`src/rtl/riscv_pkg.sv`:
```
// Fetch-path constants shared by the IF stage and the state type of its flush FSM.
package riscv_pkg;

  localparam int unsigned XLEN    = 64;
  localparam int unsigned INSTR_W = 32;

  localparam logic [INSTR_W-1:0] NOP_INSTR = 32'h0000_0013;

  typedef enum logic [0:0] {
    FETCH_RUN   = 1'b0,
    FETCH_FLUSH = 1'b1
  } fetch_state_e;

endpackage

```
`src/rtl/sync_fifo.sv`:
```
// Register-based synchronous FIFO with clear; head word visible on data_o without a pop.
module sync_fifo #(
  parameter int unsigned WIDTH = 8,
  parameter int unsigned DEPTH = 4
) (
  input  logic                     clk,
  input  logic                     reset,
  input  logic                     clear_i,
  input  logic                     push_i,
  input  logic                     pop_i,
  input  logic [WIDTH-1:0]         data_i,
  output logic [WIDTH-1:0]         data_o,
  output logic                     full_o,
  output logic                     empty_o,
  output logic [$clog2(DEPTH):0]   count_o
);

  localparam int unsigned PTR_W = $clog2(DEPTH);
  localparam int unsigned CNT_W = PTR_W + 1;

  logic [WIDTH-1:0] mem_q [DEPTH];
  logic [PTR_W-1:0] wr_ptr_q, rd_ptr_q;
  logic [CNT_W-1:0] count_q;
  logic             push_en, pop_en;

  assign empty_o = (count_q == '0);
  assign full_o  = (count_q == CNT_W'(DEPTH));
  assign count_o = count_q;
  assign data_o  = mem_q[rd_ptr_q];

  // A push into a full FIFO is legal when the head leaves in the same cycle.
  assign pop_en  = pop_i && !empty_o;
  assign push_en = push_i && (!full_o || pop_en);

  always_ff @(posedge clk) begin
    if (reset || clear_i) begin
      wr_ptr_q <= '0;
      rd_ptr_q <= '0;
      count_q  <= '0;
    end else begin
      if (push_en) wr_ptr_q <= wr_ptr_q + PTR_W'(1);
      if (pop_en)  rd_ptr_q <= rd_ptr_q + PTR_W'(1);
      count_q <= count_q + CNT_W'(push_en) - CNT_W'(pop_en);
    end
  end

  always_ff @(posedge clk) begin
    if (push_en) mem_q[wr_ptr_q] <= data_i;
  end

endmodule

```
`src/rtl/instr_fetch_queue.sv`:
```
// IF-stage front end: fetch PC, in-order imem requests and a prefetch queue feeding IF/ID.
// Redirects flush the queue and discard responses to requests issued before the redirect.
module instr_fetch_queue #(
  parameter int unsigned     XLEN     = riscv_pkg::XLEN,
  parameter int unsigned     DEPTH    = 4,
  parameter logic [XLEN-1:0] RESET_PC = '0
) (
  input  logic            clk,
  input  logic            reset,
  input  logic            redirect_valid,
  input  logic [XLEN-1:0] redirect_pc,
  input  logic            stall,
  output logic            imem_req_valid,
  output logic [XLEN-1:0] imem_req_addr,
  input  logic            imem_req_ready,
  input  logic            imem_rsp_valid,
  input  logic [31:0]     imem_rsp_data,
  output logic            if_valid,
  output logic [XLEN-1:0] if_pc,
  output logic [31:0]     if_instr
);

  import riscv_pkg::*;

  localparam int unsigned CNT_W = $clog2(DEPTH) + 1;
  localparam int unsigned SUM_W = CNT_W + 1;
  localparam int unsigned ENT_W = XLEN + INSTR_W;

  fetch_state_e     state_q, state_d;
  logic [XLEN-1:0]  pc_q, pc_d;
  logic [CNT_W-1:0] out_q, out_d;
  logic [CNT_W-1:0] drop_q, drop_d;

  logic             req_fire, rsp_fire, rsp_keep, rsp_drop;
  logic [CNT_W-1:0] occ;
  logic             data_full, data_empty, data_push, data_pop;
  logic [ENT_W-1:0] data_in, data_head;
  logic [XLEN-1:0]  tag_head;
  logic             tag_full, tag_empty, tag_push, tag_pop;
  logic [CNT_W-1:0] tag_count;
  logic             unused_fifo_status;

  // Buffered plus in-flight words may never exceed the queue, so responses always fit.
  assign imem_req_valid = !reset && ((SUM_W'(occ) + SUM_W'(out_q)) < SUM_W'(DEPTH));
  assign imem_req_addr  = pc_q;

  assign req_fire = imem_req_valid && imem_req_ready;
  assign rsp_fire = imem_rsp_valid && (out_q != '0);
  assign rsp_drop = rsp_fire && (state_q == FETCH_FLUSH);
  assign rsp_keep = rsp_fire && (state_q == FETCH_RUN);

  // Next-state for PC, counters and the RUN/FLUSH FSM; redirect overrides everything.
  always_comb begin
    state_d = state_q;
    pc_d    = pc_q;
    out_d   = out_q + CNT_W'(req_fire) - CNT_W'(rsp_fire);
    drop_d  = drop_q;

    if (req_fire) pc_d = pc_q + XLEN'(4);
    if (rsp_drop) drop_d = drop_q - CNT_W'(1);

    if (redirect_valid) begin
      pc_d   = redirect_pc;
      drop_d = out_d;
    end

    case (state_q)
      FETCH_RUN:   if (redirect_valid && (out_d != '0)) state_d = FETCH_FLUSH;
      FETCH_FLUSH: if (drop_d == '0) state_d = FETCH_RUN;
      default:     state_d = FETCH_RUN;
    endcase
  end

  always_ff @(posedge clk) begin
    if (reset) begin
      state_q <= FETCH_RUN;
      pc_q    <= RESET_PC;
      out_q   <= '0;
      drop_q  <= '0;
    end else begin
      state_q <= state_d;
      pc_q    <= pc_d;
      out_q   <= out_d;
      drop_q  <= drop_d;
    end
  end

  // Tags cover only requests that survive the latest redirect.
  assign tag_push = req_fire && !redirect_valid;
  assign tag_pop  = rsp_keep && !tag_empty;

  sync_fifo #(
    .WIDTH (XLEN),
    .DEPTH (DEPTH)
  ) u_tag_fifo (
    .clk     (clk),
    .reset   (reset),
    .clear_i (redirect_valid),
    .push_i  (tag_push),
    .pop_i   (tag_pop),
    .data_i  (pc_q),
    .data_o  (tag_head),
    .full_o  (tag_full),
    .empty_o (tag_empty),
    .count_o (tag_count)
  );

  assign data_push = rsp_keep && !redirect_valid;
  assign data_pop  = if_valid && !stall && !redirect_valid;
  assign data_in   = {tag_head, imem_rsp_data};

  sync_fifo #(
    .WIDTH (ENT_W),
    .DEPTH (DEPTH)
  ) u_data_fifo (
    .clk     (clk),
    .reset   (reset),
    .clear_i (redirect_valid),
    .push_i  (data_push),
    .pop_i   (data_pop),
    .data_i  (data_in),
    .data_o  (data_head),
    .full_o  (data_full),
    .empty_o (data_empty),
    .count_o (occ)
  );

  assign unused_fifo_status = ^{data_full, tag_full, tag_count};

  assign if_valid = !data_empty;
  assign if_pc    = if_valid ? data_head[ENT_W-1:INSTR_W] : '0;
  assign if_instr = if_valid ? data_head[INSTR_W-1:0] : NOP_INSTR;

endmodule
```
`config.mk`:
```
export PLATFORM = sky130hd
export DESIGN_NAME = instr_fetch_queue
export DESIGN_NICKNAME = d
export VERILOG_FILES = /design/src/rtl/riscv_pkg.sv /design/src/rtl/sync_fifo.sv /design/src/rtl/instr_fetch_queue.sv
export SDC_FILE = /design/constraint.sdc
export NUM_CORES = 1
export LEC_CHECK = 0
export CORE_ASPECT_RATIO = 0.8
export CORE_MARGIN = 8
export CORE_UTILIZATION = 52
export DETAILED_ROUTE_END_ITERATION = 6
export MAX_ROUTING_LAYER = met4
export PLACE_DENSITY = 0.76
export SETUP_SLACK_MARGIN = 0.5
export SLEW_MARGIN = 20
export SYNTH_ARGS = -nofsm -noshare
export SYNTH_HDL_FRONTEND = slang
export SYNTH_SLANG_ARGS = --single-unit
```
`constraint.sdc`:
```
create_clock -name clk -period 4.7 [get_ports clk]
set_clock_uncertainty 0.15 [all_clocks]
set_input_delay 0.94 -clock clk [delete_from_list [all_inputs] [get_ports clk]]
set_output_delay 0.94 -clock clk [all_outputs]
set_load 0.05 [all_outputs]
```
After elaboration in Yosys (flattened, before gate mapping):

Memory sizes are Yosys's and may differ from the RTL's. A register that Yosys moved wholly into a read port is not among the register bits.
Cells that the tools add are included.
Widths: inputs -> output; s select.

* add/subtract/negate cells: 13
* $lt $le $gt $ge: 1
* equality and inequality tests: 2
* muxes and demuxes: 17
* bitwise logic cells: 1
* reductions and logical operators: 31

Operators with widths (number)
* $mux 64: 3
* $add 64x3->64 const B: 1
* $mux 32: 1
* $logic_and 1x1->1: 15
* $add 3x1->3: 3
* $logic_not 3->1: 3
* $sub 3x1->3: 3
* $add 2x1->2 const B: 4
* $mux 2: 4
* $logic_not 1->1: 7
* $eq 3x3->1 const B: 2
* $mux 1: 6
* $mux 3: 2
* $reduce_bool 3->1: 2
* $add 3x3->4: 1
* $lt 4x3->1 const B: 1
* $logic_or 1x1->1: 3
* $sub 3x1->3 const B: 1
* $pmux 1 s2: 1
* $reduce_bool 2->1: 1
* $not 1->1: 1

* register bits after elaboration: 85
* memory bits (writable): 640
* bits of input ports: 102
* output and inout port bits: 162
* logic and storage cells: 77
* memories kept: 2

Memories
* u_data_fifo.mem_q: depth 4, bits a word 96, read ports 1, clocked after Yosys merged registers in 1, write ports 1, RTL line sync_fifo.sv:21 `logic [WIDTH-1:0] mem_q [DEPTH];`
* u_tag_fifo.mem_q: depth 4, bits a word 64, read ports 1, clocked after Yosys merged registers in 1, write ports 1, RTL line sync_fifo.sv:21

Longest topological paths before layout:

* word-level depth: 10
* depth in mapped cells: 13
* depth with buffers taken out: 12

Hierarchy:

A second synthesis with hierarchy kept.

* cell total of the unflattened synthesis: 1602
* area, all modules: 29173.0 um^2

Modules (own cells, without submodules)
* sync_fifo at u_data_fifo: times used 1, cells each 550, area each 14327.5 um^2, sequential area each 11711.2 um^2
* sync_fifo at u_tag_fifo: times used 1, cells each 382, area each 9711.8 um^2, sequential area each 7867.5 um^2
* instr_fetch_queue: times used 1, cells each 670, area each 5133.7 um^2, sequential area each 1421.4 um^2

Worst setup path after synthesis:

Ideal clock, no wire load.

* path kind: input port to flip-flop
* start point: in redirect_valid
* end point: mem u_data_fifo.mem_q[0][0] in the netlist's numbering (enable)
* library setup time: 0.466 ns
* arrival time: 4.073 ns
* data required time: 4.084 ns
* slack: 0.011 ns
* stages: 5
* path buffers: 3
* cell sequence: clkbuf_1 -> inv_2 -> clkbuf_1 -> clkbuf_1 -> and3_1

* cells in the longest elaborated chain, start to end: 7
* elaborated cells between the ends (all ways): 8
* classes of those cells: 2 x mux; 6 x reduce/logical

RTL lines
* start, declared: RTL line instr_fetch_queue.sv:10 `input logic redirect_valid,`
* $logic_not 1->1 (*): RTL line instr_fetch_queue.sv:108, instr_fetch_queue.sv:109
* $logic_and 1x1->1: RTL line instr_fetch_queue.sv:109 `assign data_pop = if_valid && !stall && !redirect_valid;`
* $logic_and 1x1->1: RTL line sync_fifo.sv:32 `assign pop_en = pop_i && !empty_o;`
* $logic_or 1x1->1: RTL line sync_fifo.sv:33 `assign push_en = push_i && (!full_o || pop_en);`
* $logic_and 1x1->1 (*): RTL line sync_fifo.sv:33
* $mux 1 (*): RTL line sync_fifo.sv:48 `if (push_en) mem_q[wr_ptr_q] <= data_i;`
* $mux 1 (implied by the code) (*): RTL line sync_fifo.sv:48
* end, declared: RTL line sync_fifo.sv:21

Mark *: on every way between the ends. The rest lies on a longest branch, timed or not.

Final worst setup path:

* start point: reg u_data_fifo.count_q[1] (netlist: u_data_fifo.count_o[1])
* end point: out if_instr[29]

* cells in the longest elaborated chain, start to end: 2

RTL lines
* start, declared: RTL line sync_fifo.sv:23 `logic [CNT_W-1:0] count_q;`
* start signal, assigned: RTL line sync_fifo.sv:43 `count_q <= count_q + CNT_W'(push_en) - CNT_W'(pop_en);`
* $logic_not 3->1: RTL line sync_fifo.sv:26 `assign empty_o = (count_q == '0);`
* $mux 32: RTL line instr_fetch_queue.sv:132 `assign if_instr = if_valid ? data_head[INSTR_W-1:0] : NOP_INSTR;`
* end, declared: RTL line instr_fetch_queue.sv:20 `output logic [31:0] if_instr`

Every way passes these cells.

==> results.tsv <==
metric	value	unit
status	complete, no violations	
PortBufs	263	
critical path's slowest cell	clkdlybuf4s50_1	
Worst EP required	3.61	ns
Worst Path Buf+Inv	4	
ANT nets after route	0	
Final Cell Area	35000	um^2
worst slew pin tran	0.897	ns
setup TNS	0	ns
Worst Setup Start Kind	flop	
Clk pwr share	37.9	%
vias per cell	6.16	
max incr delay on CP	0.81	ns
Final Hold Vio Count	0	
vias in the first global route	16600	
fin. max-slew vios	0	
Power Density	411	nW/um^2
Final HPWL DP	46.1	mm
Yosys cell types	50	
Num CTS Buffers	70	
Vert. Die Dim	227	um
Synth Area in Compound Gates	3.02	%
CP endpoint kind	output port	
GRT met2 Usage	35.3	%
RSZ-0062 raised after global routing	false	
post-synthesis mux area share	12.6	%
first-pass GRT wire length	106	mm
switching power	3380	uW
sw frac	23.5	%
Die Footprint	63300	um^2
cts hold-fix bufs	0	
endpoints failing setup	0	
M1 GR Usage	31.5	%
Tmin final	4.06	ns
Slew HR	39.7	%
largest net degree at the start of global routing	82	
GP Congestion	0.925	
post-synthesis sequential area ratio	72.9	%
placed cell area	32600	um^2
Max VDD drop	300	uV
Total GRT Usage	23.0	%
Clock Path Buffers	3	
Top FF cell, synth	edfxtp_1	
cells along the critical path	nor3_1 > buf_4 > inv_4 > buf_12 > and2_1 > clkdlybuf4s50_1	
WHS	0.405	ns
dpl ws	0.665	ns
root buf cell	clkbuf_16	
Arr. time, crit path	2.97	ns
initial antenna violation count	3	
register share of total power	52.1	%
Reg clk slew, reported paths	0.07	ns
number of remaining DRC errors	0	
Clock Sinks	729	
Logic pwr share	10.0	%
EDFF count, synth	640	
drt wl/cell	26.7	um
post-synth net total	1711	
synthesized area	28800	um^2
Skew-Pair Late Insertion Delay	0.60	ns
DR vias	16600	
FF-to-FF Start	u_data_fifo.count_o[2]$_SDFF_PP0_	
crit-path leading delay family	buffers and inverters	
number of synthesis warnings	0	
final worst path period share	86.3	%
met3 Track Usage GR	5.38	%
Int Power	11000	uW
core area	55000	um^2
DR pass1 iterations	6	
Syn Inst Count	1588	
main combinational cell family by area after synthesis	multiplexers	
CP Max Fanout	66	
# fillers	3705	
Max-Cap Viols	0	
Worst Setup SP	u_data_fifo.count_o[1]$_SDFF_PP0_	
Starting Density	52.4	%
Mapped Avg Cell Area	18.1	um^2
WL final	72.0	mm
Synth Register Bits	729	
GR peak layer	met2	
ys async rst share	0	%
Horiz. Die Dim	279	um
WS Path Type	flop to output port	
Post-Synth Simple-Gate Area	7.96	%
Post-Synth XOR/XNOR Area	1.03	%
grt total ovfl	0	
proportion of layout cells with a drive suffix above 1	16.8	%
final worst slack	0.642	ns
initial drt markers	1801	
row count	77	
overall power	14400	uW
area delta synth->final	21.3	%
adder-cell share of the synthesized area	0.990	%
htree depth	3	
io pins	264	
Post-layout nets	2010	
beginning of the worst hold path	u_tag_fifo.rd_ptr_q[1]$_SDFFE_PP0P_	
CTS tree	built	
Hold Crit Class	flop to flop	
max frequency	246	MHz
static leakage	0.0113	uW
==> synth_stat cells, drive strengths merged, types with 15 or more instances <==
| cell | instances | area share [%] |
|---|---|---|
| clkbuf | 58 | 0.76 |
| a21oi | 15 | 0.26 |
| o31ai | 15 | 0.39 |
| edfxtp | 640 | 67 |
| nand4 | 34 | 0.74 |
| dfxtp | 89 | 6.2 |
| mux4 | 160 | 13 |
| nand3 | 30 | 0.52 |
| xnor2 | 23 | 0.70 |
| and2 | 110 | 2.4 |
| a311oi | 31 | 0.94 |
| and3 | 23 | 0.50 |
| or4 | 23 | 0.61 |
| nand2 | 42 | 0.55 |
| a211oi | 18 | 0.47 |
| inv | 31 | 0.40 |
| ha | 18 | 0.78 |
| buf | 24 | 0.33 |
| nor2 | 84 | 1.1 |
==> cell type report <==
| cell class | count | area [um^2] | area share [%] |
|---|---|---|---|
| flip-flops and latches | 729 | 21000 | 60.1 |
| multi-input cells | 746 | 7410 | 21.2 |
| repair buffers | 309 | 3230 | 9.25 |
| clock buffers | 104 | 2020 | 5.79 |
| well taps | 750 | 938 | 2.68 |
| clock inverters | 25 | 208 | 0.594 |
| inverters | 31 | 120 | 0.344 |
| diodes | 2 | 5.00 | 0.0143 |
==> tightest hold or removal path: cells and delay by family, from the launching register on <==
kind                      cells  cell delay, ns
xor gates and xnor gates      1            0.07
DFF                           1            0.33
and+or+nand+nor               1            0.11
==> through the flow <==
stage / instances / util [%]
after floorplan: 1588 / -
after global placement: 2556 / 59.2
final: 2696 / 63.5
after global routing: 2695 / 63.5
after detailed placement: 2556 / 59.2
after CTS: 2693 / 63.4
==> cells in the final DEF (no fill, tap or decap), drive strengths merged, types with 23 or more instances in the layout <==
cell type,count
clkdlybuf4s50,240
nand2,42
nand4,34
edfxtp,640
mux4,160
nor2,84
xnor2,23
and3,23
dfxtp,89
nand3,30
or4,23
a311oi,31
and2,110
buf,47
inv,32
clkbuf,104
==> flip-flops by register name, summed over array words and instances, names as in the netlist, 3 cells and up, named ones only <==
register and cells:
u_data_fifo.mem_q 384, drop_q 3, u_tag_fifo.mem_q 256, out_q 3
u_tag_fifo.count_o 3, imem_req_addr 64, u_data_fifo.count_o 3
==> timing repair <==
action | 4_1_cts | 5_1_grt
pin swaps | 0 | 0
resized for setup | 3 | 20
setup endpoints to repair | 92 | 24
buffers inserted | 8 | 1
==> per-layer routing <==
metal / up-vias / share of wire [%]
li1: 7017 / -
met1: 8564 / 42
met2: 904 / 47
met3: 119 / 9.1
met4: 0 / 2.2
met5: - / 0
==> cells by family (layout without fill, tap and decap cells) <==
| logic type | count (synthesis) | in the layout |
|---|---|---|
| buffers and inverters | 113 | 469 |
| flip-flops | 729 | 729 |
| adder cells (fa/ha/maj) | 21 | 21 |
| AO/OA/AOI/OAI | 117 | 117 |
| XOR/XNOR | 34 | 34 |
| multiplexers | 164 | 164 |
| AND/OR/NAND/NOR | 410 | 410 |
| other | 0 | 2 |
==> power groups by stage <==
stage	clock network [uW]	registers (uW)	logic [uW]
after floorplan	0	7680	760
after global placement	0	7600	1410
after detailed placement	0	7620	1430
after CTS	5530	7480	1450
after global routing	5780	7510	1520
final	5450	7490	1440
==> path summary, 6_finish.rpt <==
kind,end,cells after the start,slack (ns)
setup reg to reg,state_q$_SDFF_PP0_,13,1.05
setup / recovery,if_instr[29],6,0.64
hold reg to reg,flop,2,0.40
hold / removal,flop,2,0.40
Power figures use the tool's default switching activity.
